[src/rtl/pong_physics_if.sv]
// pong_physics_if: signal bundle between the game control / keypad side and the
// pong_physics motion engine.
//   master : game side, drives stop, paddle keys and speed_up; receives positions/misses
//   slave  : pong_physics side
// Signals:
//   stop                       1 = freeze play
//   up1, down1, up2, down2     level paddle commands
//   speed_up                   one-cycle pulse, raises ball speed level
//   ball_x, ball_y             top-left pixel of the 8x8 ball
//   paddle1_y, paddle2_y       top pixel of each 8x64 paddle
//   miss1, miss2               one-cycle pulse, player 1 / player 2 missed
interface pong_physics_if;
  logic       stop;
  logic       up1;
  logic       down1;
  logic       up2;
  logic       down2;
  logic       speed_up;
  logic [9:0] ball_x;
  logic [9:0] ball_y;
  logic [9:0] paddle1_y;
  logic [9:0] paddle2_y;
  logic       miss1;
  logic       miss2;

  modport master (
    output stop, up1, down1, up2, down2, speed_up,
    input  ball_x, ball_y, paddle1_y, paddle2_y, miss1, miss2
  );

  modport slave (
    input  stop, up1, down1, up2, down2, speed_up,
    output ball_x, ball_y, paddle1_y, paddle2_y, miss1, miss2
  );
endinterface

[src/rtl/pong_physics.sv]
// pong_physics: ball and paddle motion engine for a 640x480 Pong field.
// Advances ball and paddles on an internal movement tick, resolves wall and
// paddle collisions, and pulses miss1/miss2 when the ball passes a paddle.
// Ports:
//   clk   system clock
//   rst   asynchronous, active-low reset
//   bus   pong_physics_if.slave (stop, keys, speed_up in; positions, misses out)
// Parameters:
//   TICK_DIV     clk cycles per movement tick (>= 2)
//   PADDLE_STEP  pixels a paddle moves per tick
//   SPEED_MAX    highest speed level; ball step = 1 + level per axis per tick
// Build option:
//   PONG_AI_P2_EN  when defined, paddle 2 tracks the ball and ignores up2/down2.
module pong_physics #(
  parameter int TICK_DIV    = 500000,
  parameter int PADDLE_STEP = 4,
  parameter int SPEED_MAX   = 3
) (
  input logic           clk,
  input logic           rst,
  pong_physics_if.slave bus
);
  localparam int            CW       = (TICK_DIV < 2) ? 1 : $clog2(TICK_DIV);
  localparam int            LW       = (SPEED_MAX < 1) ? 1 : $clog2(SPEED_MAX + 1);
  localparam logic [CW-1:0] CNT_LAST = CW'(TICK_DIV - 1);
  localparam logic [LW-1:0] LVL_MAX  = LW'(SPEED_MAX);
  localparam logic [9:0]    CTR_X    = 10'd316;
  localparam logic [9:0]    CTR_Y    = 10'd236;
  localparam logic [9:0]    PAD_INIT = 10'd208;

  typedef enum logic [1:0] {SERVE, RUN, MISS} state_t;

  state_t        state_q, state_d;
  logic [CW-1:0] run_cnt, free_cnt;
  logic [LW-1:0] level;
  logic [9:0]    bx, by, p1, p2;
  logic          dx_neg, dy_neg;
  logic          miss1_q, miss2_q;

  logic               run_tick, free_tick, pad_tick;
  logic signed [10:0] step, bx_s, by_s, nx, ny;
  logic               ov1, ov2, l_bounce, l_miss, r_bounce, r_miss;
  logic [9:0]         nbx, nby, p1_next, p2_next;
  logic               ndx_neg, ndy_neg, up2_eff, down2_eff;

  // Paddle step with clamp to the 0..416 travel range; opposing keys cancel.
  function automatic logic [9:0] pad_next(input logic [9:0] y, input logic up,
                                          input logic down);
    logic signed [11:0] t;
    t = $signed({2'b00, y});
    if (up && !down)      t = t - 12'(PADDLE_STEP);
    else if (down && !up) t = t + 12'(PADDLE_STEP);
    if (t < 12'sd0)        t = 12'sd0;
    else if (t > 12'sd416) t = 12'sd416;
    return t[9:0];
  endfunction

  // NOTE: every variable written here gets a value before any branch, so no
  // path leaves one unassigned and no latch is inferred.
  always_comb begin
    run_tick  = (state_q == RUN) && !bus.stop && (run_cnt == CNT_LAST);
    free_tick = (free_cnt == CNT_LAST);
    // Paddles follow the play tick in RUN and a free-running tick while serving.
    pad_tick  = run_tick || ((state_q == SERVE) && free_tick);

    step = 11'(level) + 11'sd1;
    bx_s = $signed({1'b0, bx});
    by_s = $signed({1'b0, by});
    nx   = dx_neg ? (bx_s - step) : (bx_s + step);
    ny   = dy_neg ? (by_s - step) : (by_s + step);

    // Overlap uses paddle positions from before this tick.
    ov1 = (by_s + 11'sd8 > $signed({1'b0, p1})) && (by_s < $signed({1'b0, p1}) + 11'sd64);
    ov2 = (by_s + 11'sd8 > $signed({1'b0, p2})) && (by_s < $signed({1'b0, p2}) + 11'sd64);

    l_bounce = dx_neg && (bx_s >= 11'sd24) && (nx < 11'sd24) && ov1;
    l_miss   = !l_bounce && (nx <= 11'sd0);
    r_bounce = !dx_neg && (bx_s <= 11'sd608) && (nx > 11'sd608) && ov2;
    r_miss   = !r_bounce && (nx >= 11'sd632);

    nbx     = nx[9:0];
    ndx_neg = dx_neg;
    if (l_bounce) begin
      nbx     = 10'd24;
      ndx_neg = 1'b0;
    end else if (r_bounce) begin
      nbx     = 10'd608;
      ndx_neg = 1'b1;
    end else if (l_miss) begin
      nbx = 10'd0;
    end else if (r_miss) begin
      nbx = 10'd632;
    end

    nby     = ny[9:0];
    ndy_neg = dy_neg;
    if (ny <= 11'sd0) begin
      nby     = 10'd0;
      ndy_neg = 1'b0;
    end else if (ny >= 11'sd472) begin
      nby     = 10'd472;
      ndy_neg = 1'b1;
    end

`ifdef PONG_AI_P2_EN
    // Track so the paddle centre lines up with the ball centre (ball_y - 28).
    up2_eff   = $signed({1'b0, p2}) > (by_s - 11'sd28);
    down2_eff = $signed({1'b0, p2}) < (by_s - 11'sd28);
`else
    up2_eff   = bus.up2;
    down2_eff = bus.down2;
`endif
    p1_next = pad_next(p1, bus.up1, bus.down1);
    p2_next = pad_next(p2, up2_eff, down2_eff);

    state_d = state_q;
    case (state_q)
      SERVE:   if (!bus.stop) state_d = RUN;
      RUN:     if (run_tick && (l_miss || r_miss)) state_d = MISS;
      MISS:    if (bus.stop) state_d = SERVE;
      default: state_d = SERVE;
    endcase
  end

  // NOTE: registers are updated with non-blocking assignments so every
  // always_ff sees the pre-edge values of the others, matching hardware.
  always_ff @(posedge clk or negedge rst) begin
    if (!rst) state_q <= SERVE;
    else      state_q <= state_d;
  end

  always_ff @(posedge clk or negedge rst) begin
    if (!rst) begin
      run_cnt  <= '0;
      free_cnt <= '0;
      level    <= '0;
      bx       <= CTR_X;
      by       <= CTR_Y;
      dx_neg   <= 1'b0;
      dy_neg   <= 1'b0;
      p1       <= PAD_INIT;
      p2       <= PAD_INIT;
      miss1_q  <= 1'b0;
      miss2_q  <= 1'b0;
    end else begin
      free_cnt <= (free_cnt == CNT_LAST) ? '0 : free_cnt + CW'(1);
      // Holding the count while paused lets play resume mid-period.
      if ((state_q == RUN) && !bus.stop)
        run_cnt <= (run_cnt == CNT_LAST) ? '0 : run_cnt + CW'(1);
      if (bus.speed_up && (level != LVL_MAX))
        level <= level + LW'(1);
      if (pad_tick) begin
        p1 <= p1_next;
        p2 <= p2_next;
      end
      miss1_q <= run_tick && l_miss;
      miss2_q <= run_tick && r_miss;
      if (run_tick) begin
        bx     <= nbx;
        by     <= nby;
        dx_neg <= ndx_neg;
        dy_neg <= ndy_neg;
      end else if ((state_q == MISS) && bus.stop) begin
        // dx still points at the side that missed, so the serve heads there.
        bx <= CTR_X;
        by <= CTR_Y;
      end
    end
  end

  assign bus.ball_x    = bx;
  assign bus.ball_y    = by;
  assign bus.paddle1_y = p1;
  assign bus.paddle2_y = p2;
  assign bus.miss1     = miss1_q;
  assign bus.miss2     = miss2_q;
endmodule

[src/flat_wrapper.sv]
// flat-port wrapper written by rule: the top's interface ports become plain ports
module pong_physics_flat 
#(
  parameter int TICK_DIV    = 500000,
  parameter int PADDLE_STEP = 4,
  parameter int SPEED_MAX   = 3
)
  (clk, rst, bus_stop, bus_up1, bus_down1, bus_up2, bus_down2, bus_speed_up, bus_ball_x, bus_ball_y, bus_paddle1_y, bus_paddle2_y, bus_miss1, bus_miss2);
  pong_physics_if bus_i ();
  input logic clk;
  input logic rst;
  input wire logic [$bits(bus_i.stop)-1:0] bus_stop;
  input wire logic [$bits(bus_i.up1)-1:0] bus_up1;
  input wire logic [$bits(bus_i.down1)-1:0] bus_down1;
  input wire logic [$bits(bus_i.up2)-1:0] bus_up2;
  input wire logic [$bits(bus_i.down2)-1:0] bus_down2;
  input wire logic [$bits(bus_i.speed_up)-1:0] bus_speed_up;
  output wire logic [$bits(bus_i.ball_x)-1:0] bus_ball_x;
  output wire logic [$bits(bus_i.ball_y)-1:0] bus_ball_y;
  output wire logic [$bits(bus_i.paddle1_y)-1:0] bus_paddle1_y;
  output wire logic [$bits(bus_i.paddle2_y)-1:0] bus_paddle2_y;
  output wire logic [$bits(bus_i.miss1)-1:0] bus_miss1;
  output wire logic [$bits(bus_i.miss2)-1:0] bus_miss2;
  assign bus_i.stop = bus_stop;
  assign bus_i.up1 = bus_up1;
  assign bus_i.down1 = bus_down1;
  assign bus_i.up2 = bus_up2;
  assign bus_i.down2 = bus_down2;
  assign bus_i.speed_up = bus_speed_up;
  assign bus_ball_x = bus_i.ball_x;
  assign bus_ball_y = bus_i.ball_y;
  assign bus_paddle1_y = bus_i.paddle1_y;
  assign bus_paddle2_y = bus_i.paddle2_y;
  assign bus_miss1 = bus_i.miss1;
  assign bus_miss2 = bus_i.miss2;
  pong_physics #(.TICK_DIV(TICK_DIV), .PADDLE_STEP(PADDLE_STEP), .SPEED_MAX(SPEED_MAX)) u_core (.clk(clk), .rst(rst), .bus(bus_i));
endmodule
[config.mk]
export PLATFORM = sky130hd
export DESIGN_NAME = pong_physics_flat
export DESIGN_NICKNAME = d
export VERILOG_FILES = /design/src/rtl/pong_physics_if.sv /design/src/rtl/pong_physics.sv /design/src/flat_wrapper.sv
export SDC_FILE = /design/constraint.sdc
export NUM_CORES = 1
export LEC_CHECK = 0
export CAP_MARGIN = 0
export CELL_PAD_IN_SITES_DETAIL_PLACEMENT = 0
export CELL_PAD_IN_SITES_GLOBAL_PLACEMENT = 1
export CORE_ASPECT_RATIO = 1.1
export CORE_MARGIN = 2
export CORE_UTILIZATION = 45
export CTS_BUF_LIST = sky130_fd_sc_hd__clkbuf_16
export DETAILED_ROUTE_END_ITERATION = 10
export PLACE_DENSITY_LB_ADDON = 0.1
export SYNTH_ARGS = -nofsm -noshare
export SYNTH_HDL_FRONTEND = slang
export SYNTH_SLANG_ARGS = --single-unit
[constraint.sdc]
create_clock -name clk -period 7.4 [get_ports clk]
set_clock_uncertainty 0.05 [all_clocks]
set_input_delay 1.48 -clock clk [delete_from_list [all_inputs] [get_ports clk]]
set_output_delay 1.48 -clock clk [all_outputs]
set_load 0.03 [all_outputs]
== Yosys cells after proc, flatten, opt, wreduce, memory -nomap -nowiden ==
Index checks and enable logic that the tools add are counted.
Word-level totals
  register bits: 86
  output and inout bits: 42
  word-level logic and storage cells: 120
Operators by class
  add/subtract/negate cells: 15
  $lt $le $gt $ge: 16
  eq/ne operators: 8
  multiplexer cells: 30
  reduce and logical (&&, ||, !) cells: 39
Operator list (count)
  10-bit 2-to-1 mux: 14
  12-bit 2-to-1 mux: 4
  19-bit by 1-bit adder with 19-bit output, second input constant: 2
  19-bit equality test, second input constant: 2
  19-bit 2-to-1 mux: 2
  12-bit by 10-bit greater-than comparator with 1-bit output, second input constant: 2
  12-bit by 1-bit less-than comparator with 1-bit output, second input constant: 2
  10-bit by 3-bit adder with 11-bit output, second input constant: 2
  10-bit by 7-bit adder with 11-bit output, second input constant: 2
  11-bit adder: 2
  11-bit greater-than comparator: 2
  11-bit by 1-bit less-or-equal comparator with 1-bit output, second input constant: 2
  1-bit logical AND: 22
  11-bit less-than comparator: 2
  11-bit 2-to-1 mux: 2
  10-bit by 3-bit subtractor with 11-bit output, second input constant: 2
  11-bit subtractor: 2
  10-bit by 4-bit adder with 11-bit output, second input constant: 1
  11-bit by 10-bit >= comparator with 1-bit output, second input constant: 1
  11-bit >= comparator, second input constant: 1
  11-bit greater-than comparator, second input constant: 1
  11-bit by 6-bit less-than comparator with 1-bit output, second input constant: 1
  10-bit by 5-bit >= comparator with 1-bit output, second input constant: 1
  10-bit less-or-equal comparator, second input constant: 1
  other kinds (14): 33

== Logic depth before layout (Yosys ltp) ==
  word-level depth: 13
  gate-level depth with buffers: 14

== Least setup slack after synthesis ==
OpenSTA, ideal clock, no wires.
  kind: reg-to-reg
  from: register u_core.level[0]
  to: register u_core.state_q[0]
  arrival time: 3.426 ns
  slack: 3.804 ns
  cell stages (with the launch flop): 14
  buffers on the path: 0
  clock period less this slack: 3.596 ns
  cell sequence: dfrtp_1 -> inv_1 -> ha_1 -> xor2_1 -> inv_1 -> ha_1 -> nor2b_1 -> o21ai_0 -> or3b_2 -> a22oi_1 -> nand4_1 -> a2111oi_2 -> a2bb2oi_1 -> a31o_1
On the way
  cells in the longest elaborated chain, start to end: 12
  elaborated cells between the ends (all ways): 20
  classes of those cells: add/sub (3); order compare (4); eq/ne (1); mux (1); reduce/logical (11)
Ends and longest elaborated chain
  from (decl): RTL line pong_physics.sv:35  | logic [LW-1:0] level;
  from (signal assigned): RTL line pong_physics.sv:151  | level <= level + LW'(1);
  2-bit by 1-bit adder with 3-bit output *: RTL line pong_physics.sv:66  | step = 11'(level) + 11'sd1;
  named net u_core.step[0]: RTL line pong_physics.sv:41  | logic signed [10:0] step, bx_s, by_s, nx, ny;
  11-bit adder / 11-bit subtractor (equally long branches): RTL line pong_physics.sv:69  | nx = dx_neg ? (bx_s - step) : (bx_s + step);
  11-bit 2-to-1 mux *: RTL line pong_physics.sv:69
  11-bit by 6-bit less-than comparator with 1-bit output / 11-bit greater-than comparator (equally long branches): RTL line pong_physics.sv:76, pong_physics.sv:78
  1-bit logical AND (on tied branches) (2 in series): RTL line pong_physics.sv:76, pong_physics.sv:78
  1-bit logical NOT (on tied branches): RTL line pong_physics.sv:77, pong_physics.sv:79
  1-bit logical AND (on tied branches): RTL line pong_physics.sv:77, pong_physics.sv:79
  1-bit logical OR *: RTL line pong_physics.sv:119  | RUN: if (run_tick && (l_miss || r_miss)) state_d = MISS;
  1-bit logical AND *: RTL line pong_physics.sv:119
  2-bit inequality test (no line) *
  3-bit AND reduction (no line) *
  to (signal assigned): RTL line pong_physics.sv:129  | else state_q <= state_d;
  to (decl): RTL line pong_physics.sv:33  | state_t state_q, state_d;
The timed path passes the listed nets; every way through them passes the cells marked *.
A chain may end at the register's enable or synchronous reset.

== Worst setup path in the final report ==
Ends and elaborated chain as after synthesis.

==> results.sh <==
export IMPL_grt_usage_pct=23.1
export IMPL_synth_edf_count=0
export IMPL_post_synth_main_area_contributors="dfrtp_1 24%, ha_1 12%, dfstp_2 6.1%"
export IMPL_fin_area_mm2=0.00779
export IMPL_syn_mean_instance_area_um2=8.73
export IMPL_yosysMostFrequentCell="dfrtp_1"
export IMPL_yosysUniqueCellTypes=90
export IMPL_async_flop_share_pct=100
export IMPL_grt_max_degree=55
export IMPL_start_util_pct=45.7
export IMPL_synth_commonest_cells="66 x dfrtp_1, 65 x ha_1, 59 x nor2_1, 54 x nand2_1, 48 x o21ai_0"
export IMPL_synth_area_leader_cell="dfrtp_1"
export IMPL_cp_arrival_ns=4.32
export IMPL_io_buffers=45
export IMPL_clock_sinks=82
export IMPL_slew_limit_headroom_pct=20.3
export IMPL_hold_violations=0
export IMPL_ir_drop_mv=0.150
export IMPL_cts_htree_levels=3
export IMPL_slew_viol_final=0
export IMPL_drive_gt1_share_pct=7.66
export IMPL_critPathMaxFanout=7
export IMPL_cts_buffer_depth=2
export IMPL_hpwl_mm=14.0
export IMPL_fin_setup_tns_ns=0
export IMPL_worst_setup_path_end_kind="flop"
export IMPL_wl_per_cell_um=17.7
export IMPL_startpoint_type="flop"
export IMPL_post_cts_buffers=0
export IMPL_p_per_area_mw_per_mm2=189
export IMPL_grt_pass1_vias=5899
export IMPL_fmax_ghz=0.242
export IMPL_dieHeight_um=133
export IMPL_status="finished clean"
export IMPL_synth_area_mm2=0.00686
export IMPL_dieArea_mm2=0.0162
export IMPL_clock_root_buffer="clkbuf_16"
export IMPL_rsz0062_at_grt="no"
export IMPL_postRouteAntennaNets=0
export IMPL_routed_via_density=6.07
export IMPL_cts_buffers=9
export IMPL_power_leakage_uw=0.00334
export IMPL_cp_required_ns=7.59
export IMPL_min_period_ns=4.13
export IMPL_worstSetupPathType="flop to flop"
export IMPL_power_uw=1470
export IMPL_drc=0
export IMPL_synth_top_area_share_pct=24.1
export IMPL_ys_ff_latch=82
export IMPL_grt_ovfl_total=0
export IMPL_die_x_um=122
export IMPL_drt_total_wl_mm=18.2
export IMPL_num_antenna_cells=0
export IMPL_cts_tree="yes"
export IMPL_gp_congestion=0.898
export IMPL_max_cap_violations=0
export IMPL_ys_flop_type="dfrtp_1"
export IMPL_drt_initial_drc_count=577
export IMPL_cts_resized=0
export IMPL_ys_warn_count=0
export IMPL_grt_pass1_wl_mm=30.0
export IMPL_ioPinCount=50
export IMPL_nets=906
export IMPL_area_delta_synth_final_pct=13.7
export IMPL_drtPass1Iterations=5
export IMPL_ys_seq_area_share_pct=30.2
export IMPL_place_area_mm2=0.00751
export IMPL_rows=47
export IMPL_cts_hold_buf=0
export IMPL_antenna_found_initial=0
export IMPL_fin_crit_sh_pct=55.8
export IMPL_synthCells=785
export IMPL_vias=6261
export IMPL_clk_pin_slew_worst_paths_ns=0.07
export IMPL_worst_pin_slew_ns=1.18
export IMPL_finalSetupViolCount=0
export IMPL_clock_latency_ns=0.35
export IMPL_core_area_mm2=0.0150
export IMPL_hold_ws_ns=0.444
export IMPL_hold_path_class="flop to flop"
[final timing paths]
path | start | endpoint | slack [ns] | cells past startpoint
max | u_core.level[0] | u_core.state_q[0] | 3.27 | 13
min | u_core.run_cnt[12] | u_core.run_cnt[12] | 0.44 | 1
max reg2reg | u_core.level[0] | u_core.state_q[0] | 3.27 | 13
min reg2reg | u_core.run_cnt[12] | u_core.run_cnt[12] | 0.44 | 1
max in group asynchronous | rst | u_core.free_cnt[6] | 5.29 | 2
min in group asynchronous | rst | u_core.free_cnt[10] | 1.00 | 1
[cells by family after synthesis]
group | Yosys count | share of synthesized area [%]
fa+ha+maj | 67 | 12.4
compound gates | 209 | 21.4
other cells | 1 | 0.0547
flops | 82 | 30.2
mux | 7 | 1.04
simple gates | 302 | 23.9
buf+inv | 61 | 3.67
xor+xnor | 56 | 7.26
[sequential cells by signal (all words and copies together), names as in the netlist]
signal / flops
u_core.bus.ball_y: 10
u_core.bus.paddle1_y: 8
u_core.bus.miss2: 1
u_core.state_q: 2
u_core.dx_neg: 1
u_core.bus.ball_x: 10
u_core.dy_neg: 1
u_core.bus.paddle2_y: 8
u_core.run_cnt: 19
u_core.bus.miss1: 1
u_core.level: 2
u_core.free_cnt: 19
[per-layer routing]
metal  vias to the layer above  wire length [um]  part of all wire (%)  global-route usage (%)
li1                       3024                 -                     -                       -
met1                      3045              8530                    47                    31.7
met2                       165              8580                    47                    37.2
met3                        27               742                   4.1                    3.68
met4                         0               364                   2.0                    7.79
met5                         -                 0                     0                       0
[area by class of cell]
| cell class | instances | area [um2] |
|---|---|---|
| Tap cell | 196 | 245 |
| Clock inverter | 7 | 60.1 |
| Timing Repair Buffer | 50 | 485 |
| Fill cell | 1402 | 7200 |
| Inverter | 43 | 161 |
| Multi-Input combinational cell | 645 | 4540 |
| Sequential cell | 82 | 2070 |
| Clock buffer | 9 | 225 |
[placed cells by master, fill, tap and decap left out, drive strengths merged, types with 23 or more instances in the layout]
cell type      instances
a21oi                 32
o21ai                 57
nor3                  26
clkdlybuf4s50         44
nor2                  60
xor2                  23
nand2                 54
inv                   47
dfrtp                 66
ha                    65
nand3                 29
xnor2                 33
[worst max-delay path: stages, from the launching register on]
cell,delay [ns]
dfrtp_1,0.47
inv_1,0.13
ha_1,0.36
xor2_1,0.25
inv_1,0.07
ha_1,0.26
nor2b_1,0.16
o21ai_0,0.13
or3b_2,0.49
a22oi_1,0.35
nand4_1,0.23
a2111oi_2,0.59
a2bb2oi_1,0.21
a31o_1,0.26
[where the power goes]
part | switching, uW | internal, uW
Combinational | 305 | 207
Sequential | 39.1 | 480
Clock | 205 | 234
[per-stage QoR]
step / setup slack [ns] / utilization (%) / std cells
floorplan: 3.80 / - / 788
global placement: 3.25 / 50.1 / 1016
detailed placement: 3.16 / 50.1 / 1016
CTS: 3.33 / 52.0 / 1032
global route: 3.08 / 52.0 / 1032
finish: 3.27 / 52.0 / 1032
(Power assumes the default switching activity.)
